`config.mk`:
```
export PLATFORM = sky130hd
export DESIGN_NAME = serial_adder
export DESIGN_NICKNAME = d
export VERILOG_FILES = /design/src/rtl/serial_adder_pkg.sv /design/src/rtl/fulladder.sv /design/src/rtl/serial_adder.sv
export SDC_FILE = /design/constraint.sdc
export NUM_CORES = 1
export LEC_CHECK = 0
export CORE_MARGIN = 2
export CORE_UTILIZATION = 44
export DETAILED_ROUTE_END_ITERATION = 7
export MAX_ROUTING_LAYER = met4
export PLACE_DENSITY = 0.74
export SLEW_MARGIN = 20
export SYNTH_ARGS = -nofsm -noshare
export SYNTH_HDL_FRONTEND = slang
export SYNTH_SLANG_ARGS = --single-unit
```
`constraint.sdc`:
```
create_clock -name clk -period 1.4 [get_ports clk]
set_input_delay 0.21 -clock clk [delete_from_list [all_inputs] [get_ports clk]]
set_output_delay 0.21 -clock clk [all_outputs]
set_load 0.01 [all_outputs]
```
`src/rtl/serial_adder_pkg.sv`:
```
// Shared types for the bit-serial adder.
// State encoding and width limits.
package serial_adder_pkg;

    typedef enum logic [1:0] {
        IDLE,
        RUN,
        DONE
    } sa_state_t;

    localparam int MAX_WIDTH = 32;

endpackage

```
`src/rtl/fulladder.sv`:
```
// One-bit full adder cell used by the lab datapath.
// Purely combinational.
module fulladder (
    input  logic ain,
    input  logic bin,
    input  logic cin,
    output logic sout,
    output logic cout
);

    assign sout = ain ^ bin ^ cin;
    assign cout = (ain & bin) | (cin & (ain ^ bin));

endmodule

```
`src/rtl/serial_adder.sv`:
```
// Bit-serial adder: one fulladder cell stepped LSB-first.
// WIDTH cycles per add, plus one DONE cycle.
module serial_adder
    import serial_adder_pkg::*;
#(
    parameter int WIDTH = 8
) (
    input  logic             clk,
    input  logic             reset,
    input  logic             start,
    input  logic [WIDTH-1:0] a,
    input  logic [WIDTH-1:0] b,
    input  logic             cin,
    output logic             ready,
    output logic             done,
    output logic [WIDTH-1:0] sum,
    output logic             cout,
    output logic             ovf
);

    localparam int CW = (WIDTH > 1) ? $clog2(WIDTH) : 1;

    sa_state_t        state;
    sa_state_t        state_n;
    logic [WIDTH-1:0] a_sh;
    logic [WIDTH-1:0] b_sh;
    logic             carry;
    logic [CW-1:0]    cnt;
    logic             fa_s;
    logic             fa_c;
    logic             last;

    fulladder u_fa (
        .ain  (a_sh[0]),
        .bin  (b_sh[0]),
        .cin  (carry),
        .sout (fa_s),
        .cout (fa_c)
    );

    assign last = (cnt == CW'(WIDTH - 1));

    always_ff @(posedge clk) begin
        if (reset) begin
            state <= IDLE;
        end else begin
            state <= state_n;
        end
    end

    always_comb begin
        state_n = state;
        unique case (state)
            IDLE: if (start) state_n = RUN;
            RUN:  if (last)  state_n = DONE;
            DONE: state_n = IDLE;
            default: state_n = IDLE;
        endcase
    end

    always_comb begin
        ready = (state == IDLE);
        done  = (state == DONE);
    end

    // Result regs hold the last answer through IDLE until a new accept.
    always_ff @(posedge clk) begin
        if (reset) begin
            a_sh  <= '0;
            b_sh  <= '0;
            carry <= 1'b0;
            cnt   <= '0;
            sum   <= '0;
            cout  <= 1'b0;
            ovf   <= 1'b0;
        end else begin
            unique case (state)
                IDLE: begin
                    if (start) begin
                        a_sh  <= a;
                        b_sh  <= b;
                        carry <= cin;
                        cnt   <= '0;
                        sum   <= '0;
                    end
                end
                RUN: begin
                    sum   <= {fa_s, sum[WIDTH-1:1]};
                    a_sh  <= a_sh >> 1;
                    b_sh  <= b_sh >> 1;
                    carry <= fa_c;
                    if (!last) begin
                        cnt <= cnt + 1'b1;
                    end else begin
                        cout <= fa_c;
                        ovf  <= carry ^ fa_c;
                    end
                end
                default: begin
                end
            endcase
        end
    end

endmodule

```
* After elaboration in Yosys (flattened, before gate mapping)
Cells that the tools add are included.
** Storage, ports and cells
- Input bits :: 20
- Word-level logic and storage cells :: 41
- Bits in registers :: 32
- Output and inout bits :: 12
** Cells by class
- $add $sub $neg :: 1
- Eq/ne operators :: 6
- Bitwise logic cells :: 6
- Reductions and logical operators :: 6
- Multiplexer cells :: 14
** Operators by type and width (number)
- case mux 8 bit (2 select lines) :: 3
- two-way mux 8 bit :: 3
- two-way mux 3 bit :: 2
- != test 2 bit (second input constant) :: 3
- case mux 3 bit (2 select lines) :: 1
- AND reduction 2 bit :: 3
- two-way mux 2 bit :: 2
- case mux 2 bit (2 select lines) :: 1
- adder 3 x 1 -> 3 bit (second input constant) :: 1
- == test 3 bit (second input constant) :: 1
- AND reduction 3 bit :: 1
- bitwise XOR 1 bit :: 3
- bitwise AND 1 bit :: 2
- == test 2 x 1 -> 1 bit (second input constant) :: 1
- == test 2 bit (second input constant) :: 1
- zero test 2 bit :: 1
- case mux 1 bit (2 select lines) :: 1
- nonzero test 2 bit :: 1
- two-way mux 1 bit :: 1
- OR 1 bit :: 1

* Depth between registers and ports, before layout
- Word-level depth :: 4
- Gate-level depth with buffers :: 6

* Modules after synthesis
Synthesis repeated with hierarchy kept, for this count alone.
** Unflattened totals
- Cells, all modules :: 140
- Area, all modules :: 1491.4 sq um
** By module, submodules not included
- serial_adder :: seq. area each 640.6 sq um, cells an instance 139, area each 1471.4 sq um, times used 1
- fulladder :: seq. area each 0.0 sq um, cells an instance 1, area each 20.0 sq um, times used 1

* Worst setup path after synthesis
No wires, ideal clock.
- Path kind :: register to register
- Start :: reg carry
- End :: reg carry
- Slack :: 0.065 ns
- Required time :: 1.305 ns
- Cell stages (with the launch flop) :: 6
- Path buffers :: 0
- Period minus slack after synthesis :: 1.335 ns
- Arrival :: 1.239 ns
- Path through :: dfxtp_1 > inv_1 > fa_1 > nand2_1 > o21ai_0 > a221oi_1
** On the way
- Longest elaborated chain between the ends :: 3
** RTL lines
- start: declaration :: line serial_adder.sv:27 : logic carry;
- start signal: assignment :: line serial_adder.sv:82 : carry <= cin;
- bitwise AND 1 bit :: line fulladder.sv:12 : assign cout = (ain & bin) | (cin & (ain ^ bin));
- OR 1 bit :: line fulladder.sv:12
- case mux 1 bit (2 select lines) :: line serial_adder.sv:77 : unique case (state)
Every way passes these cells.
A chain may end at the register's enable or synchronous reset.

* Worst setup path in the final report
- Start :: reg cnt[0]
- End :: reg cnt[0]
** On the way
- Longest elaborated chain between the ends :: 3
- Elaborated cells on any way between the ends :: 6
** RTL lines
- start: declaration :: line serial_adder.sv:28 : logic [CW-1:0] cnt;
- start signal: assignment :: line serial_adder.sv:93 : cnt <= cnt + 1'b1;
- adder 3 x 1 -> 3 bit / == test 3 bit (equally long branches) :: line serial_adder.sv:93, serial_adder.sv:41
- two-way mux 3 bit / != test 2 bit (equally long branches)
- case mux 3 bit (2 select lines) / AND reduction 3 bit (equally long branches)
Parallel ways exist; a longest one is shown, timed or not. The select of a mux whose other input is x is not followed.

==> flow_summary.yaml <==
sta:
  setup_viol: 0
  fmax_ghz: 0.7470
  hold_ws_ns: 0.4727
  tightest_slew_ns: 0.2725
  rsz0062_at_grt: "no"
  report.final.slew_viol_count: 0
  finalHoldViolCount: 0
  skew_ns: 0.01486
  fin_crit_sh: 0.9562
  maxSlewHeadroom: 0.8168
  setup_ws_ns: 0.06126
  post-route-min-period_ns: 1.339
logic_synthesis:
  ys_top_cells_by_count: "dfxtp_1, nor2_1, a211oi_2, mux2i_1, a22oi_1"
  synth_area_leader_cell: "dfxtp_1"
  syn_avg_cell_area_um2: 10.24
  synthArstFlopShare: 0
  synth-edff-count: 0
  synthesis.area_um2: 1464
  synth_cell_types: 29
  ys_warn_count: 0
  yosysTopAreaCellShare: 0.4376
  synth_ff_type: "dfxtp_1"
  syn_inst: 143
  syn-num-nets: 166
  yosysMostFrequentCell: "dfxtp_1"
  synthTopCellsByArea: "dfxtp_1, a211oi_2, mux2i_1"
  synth_seq_cells: 32
  synth-seq-area-share: 0.4376
global_route:
  grt_pass1_vias: 1200
  antenna_found_initial: 0
  grtUsageTotal: 0.1935
  grt_pass1_wl_mm: 4.988
  grt_overflow_total: 0
  grt_start_max_net_pins: 23
cells_and_area:
  num_antenna_cells: 0
  drive_above_1_share: 0.2713
  area_delta_synth_final_pct: 35.98
  seqCellArea_um2: 646.9
  layout.nets: 210
  nFillCells: 264
  multi_input_area_um2: 750.7
setup_path:
  r2r_start: "cnt[0]$_SDFFE_PP0P_"
  path_max_fanout: 3
  cpPeakStageDelay_ns: 0.34
  critPathLaunch: "cnt[0]$_SDFFE_PP0P_"
  critPathSlowestCell: "dfxtp_1"
  cp_data_arrival_time_ns: 1.58
  crit_type: "reg2reg"
  critPathTopFamily: "simple AND/OR/NAND/NOR gates"
  crit_path_end_kind: "flip-flop"
  required_ns: 1.64
  cp-start-kind: "flip-flop"
  worst-path-buf-inv: 0
  critical_path.cell_chain: "ha_1 > ha_2 > nor4b_4 > nand2_1 > o31ai_1"
drt:
  viasPerCell: 5.159
  num_vias: 1197
  drc_errors: 0
  wl_mm: 3.119
  ant_nets: 0
  wl_per_cell_um: 13.44
  first_iter_violations: 23
  dr.pass1.iters: 4
clock_network:
  cts_setup_buffers: 0
  cts_sinks: 32
  worstSkewPairLatency_ns: 0.33
  root_buffer: "clkbuf_4"
  clk_pin_slew_ns: 0.11
  htreeDepth: 2
  cts_buffer_depth: 2
  numCtsBuffers: 5
  cts_tree: "built"
placed_design:
  port_buffers: 31
  post-dp-hpwl_mm: 2.274
  gp_congestion: 0.7827
  dp_slack_ns: -0.05641
power_and_ir_drop:
  ir_drop_uv: 628.0
  cellPowerDensity_nw_per_um2: 968.9
  p_leak_nw: 0.8118
floorplan:
  coreArea_um2: 3103
  die_w_um: 61.68
  start_util: 0.4718
  dieArea_um2: 3804
  die_y_um: 61.68
  num_rows: 20
  io_pins: 32
flow_run:
  maxCapViolCount: 0
min_path:
  hp-start: "sum[7]$_SDFFE_PP0P_"
  hp-class: "reg2reg"
outcome:
  status: "finished, final reports clean"
-- sequential cells by signal, indices dropped and copies added (netlist names) --
| name | cells |
|---|---|
| cnt | 3 |
| sum | 8 |
| ovf | 1 |
| a_sh | 8 |
| cout | 1 |
| carry | 1 |
| state | 2 |
| b_sh | 8 |
-- layer usage --
metal | vias to the layer above | wire length (µm) | global-route usage
met1 | 568 | 1391 | 0.2096
met3 | 10 | 127 | 0.05882
li1 | 596 | - | -
met5 | - | 0 | -
met4 | 0 | 103 | 0.1277
met2 | 23 | 1496 | 0.3038
-- stage by stage --
step                      power (W)  std cells  setup TNS (ns)  utilization  area (µm²)
after global routing       0.002044        232               0       0.6415        1991
after detailed placement   0.001396        224         -0.3847       0.6214        1928
after CTS                  0.001956        232               0       0.6395        1984
after global placement     0.001382        224        -0.03913       0.6214        1928
final                      0.001929        232               0       0.6415        1991
after floorplan            0.001245        143               0            -        1464
-- logic make-up (layout without fill, tap and decap cells) --
kind of cell | count (synthesis) | in the layout | synth area share
AND/OR/NAND/NOR | 41 | 41 | 0.1308
AO/OA/AOI/OAI | 37 | 37 | 0.2376
flip-flops | 32 | 32 | 0.4376
buffers and inverters | 15 | 60 | 0.06153
multiplexers | 14 | 14 | 0.09572
adder cells (fa/ha/maj) | 3 | 3 | 0.03077
XOR/XNOR | 1 | 1 | 0.005984
-- final cells by class --
cell class | instances | area share
clock buffers | 6 | 0.02577
flip-flops and latches | 32 | 0.3250
well taps | 44 | 0.02766
clock inverters | 2 | 0.005028
repair buffers | 47 | 0.2300
multi-input cells | 96 | 0.3771
inverters | 5 | 0.009428
-- power breakdown --
group / switching, W / total [W] / internal (W)
sequential: 0.0000354 / 0.000999 / 0.000964
combinational: 0.000174 / 0.000380 / 0.000206
clock: 0.000310 / 0.000549 / 0.000239
total: 0.000519 / 0.00193 / 0.00141
-- worst paths after layout --
| kind | endpoint | slack (ns) | cells after the start |
|---|---|---|---|
| max | cnt[0]$_SDFFE_PP0P_ | 0.06 | 5 |
| min | sum[7]$_SDFFE_PP0P_ | 0.47 | 2 |
| max reg2reg | cnt[0]$_SDFFE_PP0P_ | 0.06 | 5 |
| min reg2reg | sum[7]$_SDFFE_PP0P_ | 0.47 | 2 |
-- what timing repair did --
| item | 4_1_cts | 5_1_grt |
|---|---|---|
| endpoints found under the setup margin | 17 | 7 |
| hold buffers | 0 | 0 |
| resized for setup | 17 | 8 |
| pin swaps | 0 | 4 |
-- placed cells by master (no fill, tap or decap), types with 4 or more instances in the layout --
cell type	Yosys	layout
clkbuf_4	0	5
nand2b_1	5	5
inv_1	5	5
a22oi_1	7	7
mux2i_1	14	14
nor2_1	25	25
a211oi_2	14	14
buf_4	0	12
a21oi_1	5	4
dfxtp_1	32	29
dlygate4sd2_1	0	10
nand2_1	6	6
clkdlybuf4s50_1	0	19
buf_12	0	4
-- worst reg2reg max path, delay by kind of cell, from the launching register on --
kind                       cells  cell delay (ns)
AOI/OAI and AO/OA              1             0.09
and+or+nand+nor                2             0.42
adders and majority gates      2             0.40
DFF                            1             0.34
(Power assumes the default switching activity.)
